<file path="config.mk">
export PLATFORM = sky130hd
export DESIGN_NAME = rom_loader
export DESIGN_NICKNAME = d
export VERILOG_FILES = /design/src/rtl/rom_loader.sv
export SDC_FILE = /design/constraint.sdc
export NUM_CORES = 1
export LEC_CHECK = 0
export CORE_ASPECT_RATIO = 0.9
export CORE_MARGIN = 2
export CORE_UTILIZATION = 64
export CTS_CLUSTER_DIAMETER = 80
export DETAILED_ROUTE_END_ITERATION = 7
export DONT_BUFFER_PORTS = 1
export GPL_TIMING_DRIVEN = 0
export PLACE_DENSITY = 0.8
export SYNTH_ARGS = -nofsm -noshare
export SYNTH_HDL_FRONTEND = slang
export SYNTH_SLANG_ARGS = --single-unit
</file>
<file path="constraint.sdc">
create_clock -name clk -period 6 [get_ports clk]
set_input_delay 0.9 -clock clk [delete_from_list [all_inputs] [get_ports clk]]
set_output_delay 0.9 -clock clk [all_outputs]
set_load 0.01 [all_outputs]
</file>
<file path="src/rtl/rom_loader.sv">
// Boot-time memory loader: receives a framed byte stream (length, payload, XOR checksum),
// assembles little-endian words and writes them to consecutive addresses while holding the core.
module rom_loader #(
  parameter int                DW        = 32,
  parameter int                AW        = 32,
  parameter logic [AW-1:0]     BASE_ADDR = '0,
  parameter int unsigned       MAX_WORDS = 4096
) (
  input  logic          clk,
  input  logic          rst,
  input  logic          start,
  input  logic          rx_valid,
  input  logic [7:0]    rx_data,
  output logic          rx_ready,
  output logic          wen,
  output logic [AW-1:0] w_addr,
  output logic [DW-1:0] w_data,
  output logic          core_hold,
  output logic          busy,
  output logic          done,
  output logic          err
);

  typedef enum logic [2:0] {
    S_IDLE,
    S_LEN,
    S_DATA,
    S_WRITE,
    S_CSUM,
    S_DONE,
    S_ERR
  } state_t;

  state_t          state, state_next;
  logic [1:0]      byte_cnt;
  logic [31:0]     word_idx;
  logic [31:0]     len;
  logic [7:0]      csum;
  logic [DW-1:0]   word_reg;

  logic            accept;
  logic            last_byte;
  logic [31:0]     len_next;
  logic [DW-1:0]   word_next;
  logic [AW-1:0]   addr_next;

  assign accept    = rx_valid && rx_ready;
  assign last_byte = (byte_cnt == 2'd3);
  // Bytes arrive LSB first, so each new byte enters at the top and shifts the rest down.
  assign len_next  = {rx_data, len[31:8]};
  assign word_next = {rx_data, word_reg[DW-1:8]};
  assign addr_next = BASE_ADDR + AW'(word_idx << 2);

  // NOTE: sequential state uses non-blocking assignments so every register samples pre-edge values.
  always_ff @(posedge clk or posedge rst) begin
    if (rst) state <= S_IDLE;
    else     state <= state_next;
  end

  // NOTE: every output and next-state is given a default first, so no path can infer a latch.
  always_comb begin
    state_next = state;
    rx_ready   = 1'b0;
    wen        = 1'b0;
    busy       = 1'b0;
    core_hold  = 1'b0;
    done       = 1'b0;
    err        = 1'b0;
    unique case (state)
      S_IDLE: begin
        if (start) state_next = S_LEN;
      end
      S_LEN: begin
        rx_ready  = 1'b1;
        busy      = 1'b1;
        core_hold = 1'b1;
        if (accept && last_byte) begin
          if (len_next > MAX_WORDS) state_next = S_ERR;
          else if (len_next == 32'd0) state_next = S_CSUM;
          else                        state_next = S_DATA;
        end
      end
      S_DATA: begin
        rx_ready  = 1'b1;
        busy      = 1'b1;
        core_hold = 1'b1;
        if (accept && last_byte) state_next = S_WRITE;
      end
      S_WRITE: begin
        wen       = 1'b1;
        busy      = 1'b1;
        core_hold = 1'b1;
        state_next = (word_idx + 32'd1 == len) ? S_CSUM : S_DATA;
      end
      S_CSUM: begin
        rx_ready  = 1'b1;
        busy      = 1'b1;
        core_hold = 1'b1;
        if (accept) state_next = (rx_data == csum) ? S_DONE : S_ERR;
      end
      S_DONE: begin
        done = 1'b1;
        if (start) state_next = S_LEN;
      end
      S_ERR: begin
        err       = 1'b1;
        core_hold = 1'b1;
        if (start) state_next = S_LEN;
      end
      default: state_next = S_IDLE;
    endcase
  end

  always_ff @(posedge clk or posedge rst) begin
    if (rst) begin
      byte_cnt <= '0;
      word_idx <= '0;
      len      <= '0;
      csum     <= '0;
      word_reg <= '0;
      w_addr   <= '0;
      w_data   <= '0;
    end else begin
      unique case (state)
        S_IDLE, S_DONE, S_ERR: begin
          if (start) begin
            byte_cnt <= '0;
            word_idx <= '0;
            len      <= '0;
            csum     <= '0;
          end
        end
        S_LEN: begin
          if (accept) begin
            len      <= len_next;
            byte_cnt <= byte_cnt + 2'd1;
          end
        end
        S_DATA: begin
          if (accept) begin
            word_reg <= word_next;
            csum     <= csum ^ rx_data;
            byte_cnt <= byte_cnt + 2'd1;
            // Address and data are latched here so they are valid during WRITE and held afterwards.
            if (last_byte) begin
              w_data <= word_next;
              w_addr <= addr_next;
            end
          end
        end
        S_WRITE: word_idx <= word_idx + 32'd1;
        default: ;
      endcase
    end
  end

endmodule

</file>
==> results <==
- The fill cell total of the finished layout is 936.
- The number of sinks handled by clock tree synthesis is 163.
- Buffers placed on the I/O ports in this run total 0.
- The root buffer selected by CTS is sky130_fd_sc_hd__clkbuf_16.
- The overflow left after global routing is 0.
- At the end of routability-driven placement, the weighted congestion stood at 0.994.
- The worst reg2reg path startpoint is word_idx[0]$_DFFE_PP0P_.
- The cell leakage power is 4.34 nW.
- Across the VDD grid, the largest voltage drop is 0.446 mV.
- The power density over the cells is 430 nW/µm².
- The post-synthesis async set-or-reset flop share is 1.00.
- Timing would allow up to 274 MHz.
- The total length of routed wires is 20.6 mm.
- After detailed routing, the average wire length per cell comes to 19.7 µm.
- The internal portion of total power is 2.41 mW.
- The total of cells resized after clock tree synthesis is 0.
- The count of final hold-check violations is 0.
- In this run the worst setup path begins at word_idx[0]$_DFFE_PP0P_.
- Of the available clock period, the critical path in the final layout requires 0.609.
- The type of the most critical hold path is in -> async.
- The total power after layout is 3.88 mW.
- The number of antenna cells inserted is 0.
- Of the total power, the clock network draws 0.290.
- The die is 111 µm tall.
- The most used flip-flop cell after synthesis is sky130_fd_sc_hd__dfrtp_1.
- The initial standard-cell utilization of the core is 0.650.
- The core footprint is 12600 µm².
- Across the run, the number of max-cap violations was 0.
- The worst setup path is captured at a register.
- In this run the number of H-tree levels came out at 4.
- The number of DRC markers in iteration 0 is 729.
- The number of antenna violations at the first check in global routing is 0.
- Across all setup checks in the final design, the least slack found is 2.35 ns.
- The library cell used most frequently in the layout, excluding fill and tap cells, is sky130_fd_sc_hd__nand2_1.
- The total DRC errors in the routed layout is 0.
- The via count of the first global-routing pass is 6569.
- For this design the top-level I/O count stands at 82.
- The warning count from the yosys run is 0.
- The cell row count is 39.
- Counting along the longest clock path gives a buffer depth of 2.
- For this design the total switching power over the nets is 1.48 mW.
- The time the final worst path needs with I/O delays and setup is 3.65 ns.
- Dividing the detail-routed via count by the number of cells gives 6.38.
- The worst max-slew margin expressed relative to the limit is 0.447.
- Among all stages on the critical path, the largest delay is contributed by sky130_fd_sc_hd__or4_1.
- The final layout contains 883 nets.
- Before CTS, the worst setup slack after placement is 2.48 ns.
- Yosys mapped a number of flops with a built-in enable equal to 0.
- The largest net degree at the start of global routing is 89.
- Dividing the synthesized area by the synthesized cell count gives 9.65 µm².
- The biggest cell delay along the critical path is 0.64 ns.
- Of the total power, combinational logic draws 0.303.
- Counting flops and latches in the post-synthesis netlist gives 163.
- The number of hold buffers added after CTS was 0.
- The later pin in the worst-skew pair is clocked with a latency of 0.43 ns.
- The run finished with clean final reports.
- Post-CTS timing repair inserted 0 buffers for setup.
- The count of final max-slew check failures is 0.
- The clock edge transition at the registers on the reported setup and hold paths is 0.07 ns.
- Of the total power, the share spent switching nets is 0.380.
- Setup repair after global routing left no endpoint under its margin.
- The via total after detailed routing is 6662.
- The estimated wirelength of the detail-placed design is 14.7 mm.
- Before antenna repair, the detailed router went through 5 iterations.
- The critical path data required time is 6.32 ns.
- The floorplan step defined a die boundary enclosing 13700 µm².
- For the final database, setup skew stands at 0.0116 ns.
- Once detail routing completed, the nets flagged for antenna violations numbered 0.
- For the pin with the worst max-slew slack, the measured transition is 0.829 ns.
- Of the synthesized area, sequential elements account for 0.499.
- By startpoint and endpoint, the worst setup path is classified as reg -> reg.
- In the final layout, the share of cells above drive strength 1 is 0.149.
- The area growth from synthesis to layout is 10.4%.
- The floorplan die width is 123 µm.
- TritonCTS built the clock tree.
- Of the total power, registers draw 0.407.
- The netlist area before placement is 8180 µm².
- The cell count after synthesis came out at 848.
- In the global route stage, overall resource usage came out at 0.321.
- Yosys mapped the design onto 64 distinct sky130hd cell types.
- In the layout the commonest cells are sky130_fd_sc_hd__nand2_1, sky130_fd_sc_hd__dfrtp_1, sky130_fd_sc_hd__o21ai_0.
- Data arrives at the worst endpoint at 3.97 ns.
- The signal on the critical path passes through ha_1, nand3_4, nor3_1, buf_2, and3_1, a31oi_1, nor4_1, nand4_1, or4_1, a21o_1.
- In this run the worst path has a maximum fanout of 10.
- The number of setup violations in the final report is 0.
- The startpoint class of the critical path is a register.
- In the final layout, the registers with the most flip-flops are len x32, w_data x32, word_idx x32.
- The first global-routing pass estimated 33.9 mm of wire.
- The number of clock buffers added by TritonCTS is 17.
final cells by class:
cell class                 count  area (µm²)  area share
timing repair buffer           1        27.5     0.00305
clock buffer                  18         439      0.0486
clock inverter                13         174      0.0193
multi-input combinational    624        3830       0.424
buffer                        53         241      0.0267
inverter                       9        38.8     0.00429
tap                          164         205      0.0227
sequential                   163        4080       0.452
logic make-up (layout without fill, tap and decap cells):
logic type      Yosys count  after routing  synth area share
compound gates          138            138             0.101
xor+xnor                 52             52            0.0557
fa+ha+maj                 3              3           0.00428
buf+inv                  62             94            0.0337
flops                   163            163             0.499
mux                      65             65            0.0892
other cells               1              2          0.000458
simple gates            364            364             0.217
critical path, delay by kind of cell, from the launching register on:
kind                     cells  cell delay [ns]
AND/OR/NAND/NOR              6             1.95
AO/OA/AOI/OAI                2             0.32
adder cells (fa/ha/maj)      1             0.38
buffers and inverters        1             0.30
flip-flops                   1             0.58
power by group through the flow:
| stage | Clock [mW] | Sequential [mW] | Combinational (mW) |
|---|---|---|---|
| after floorplan | 0 | 1.51 | 0.848 |
| after global placement | 0 | 1.58 | 1.10 |
| after detailed placement | 0 | 1.59 | 1.15 |
| after CTS | 1.14 | 1.58 | 1.16 |
| after global routing | 1.19 | 1.61 | 1.28 |
| final | 1.13 | 1.58 | 1.17 |
worst paths after layout:
check	to	slack, ns	depth (start not counted)
setup reg to reg	state[1]$_DFFE_PP0P_	2.35	10
setup / recovery	state[1]$_DFFE_PP0P_	2.35	10
hold / removal	w_data[1]$_DFFE_PP0P_	0.45	1
hold reg to reg	word_reg[8]$_DFFE_PP0P_	0.47	2
min in group clk	word_reg[8]$_DFFE_PP0P_	0.47	2
max in group asynchronous	len[13]$_DFFE_PP0P_	4.67	2
cells in the mapped netlist (all sizes together) (6+ instances only):
library cell  number  area share
and3               6      0.0046
nor4              11       0.011
mux2              63       0.087
clkbuf            36       0.017
a31oi              6      0.0046
xor2              21       0.022
nor2              51       0.023
xnor2             31       0.033
nand2            173       0.080
nand3             47       0.032
and4               9       0.010
nor3              15       0.011
o31ai             17       0.016
dfrtp            163        0.50
o21ai             73       0.045
and2              12      0.0093
buf               17       0.013
nand4             21       0.019
a21oi             17       0.010
inv                9      0.0041
layer usage:
| metal | GRT usage | part of all wire | vias up |
|---|---|---|---|
| met5 | 0 | 0 | - |
| met4 | 0.0833 | 0.011 | 0 |
| met3 | 0.0772 | 0.083 | 26 |
| met2 | 0.493 | 0.48 | 321 |
| met1 | 0.460 | 0.43 | 3314 |
| li1 | - | - | 3001 |
through the flow:
stage / util / std cells / TNS (ns) / hold slack [ns] / cell area [µm²]
final: 0.718 / 1045 / 0 / 0.452 / 9030
after global routing: 0.718 / 1045 / 0 / 0.505 / 9030
after CTS: 0.718 / 1045 / 0 / 0.475 / 9030
after detailed placement: 0.669 / 1014 / 0 / 0.460 / 8420
after global placement: 0.666 / 1013 / -113.18 / 0.457 / 8390
after floorplan: - / 849 / 0 / 0.442 / 8180
No activity file was read; power rests on OpenSTA's default activity.
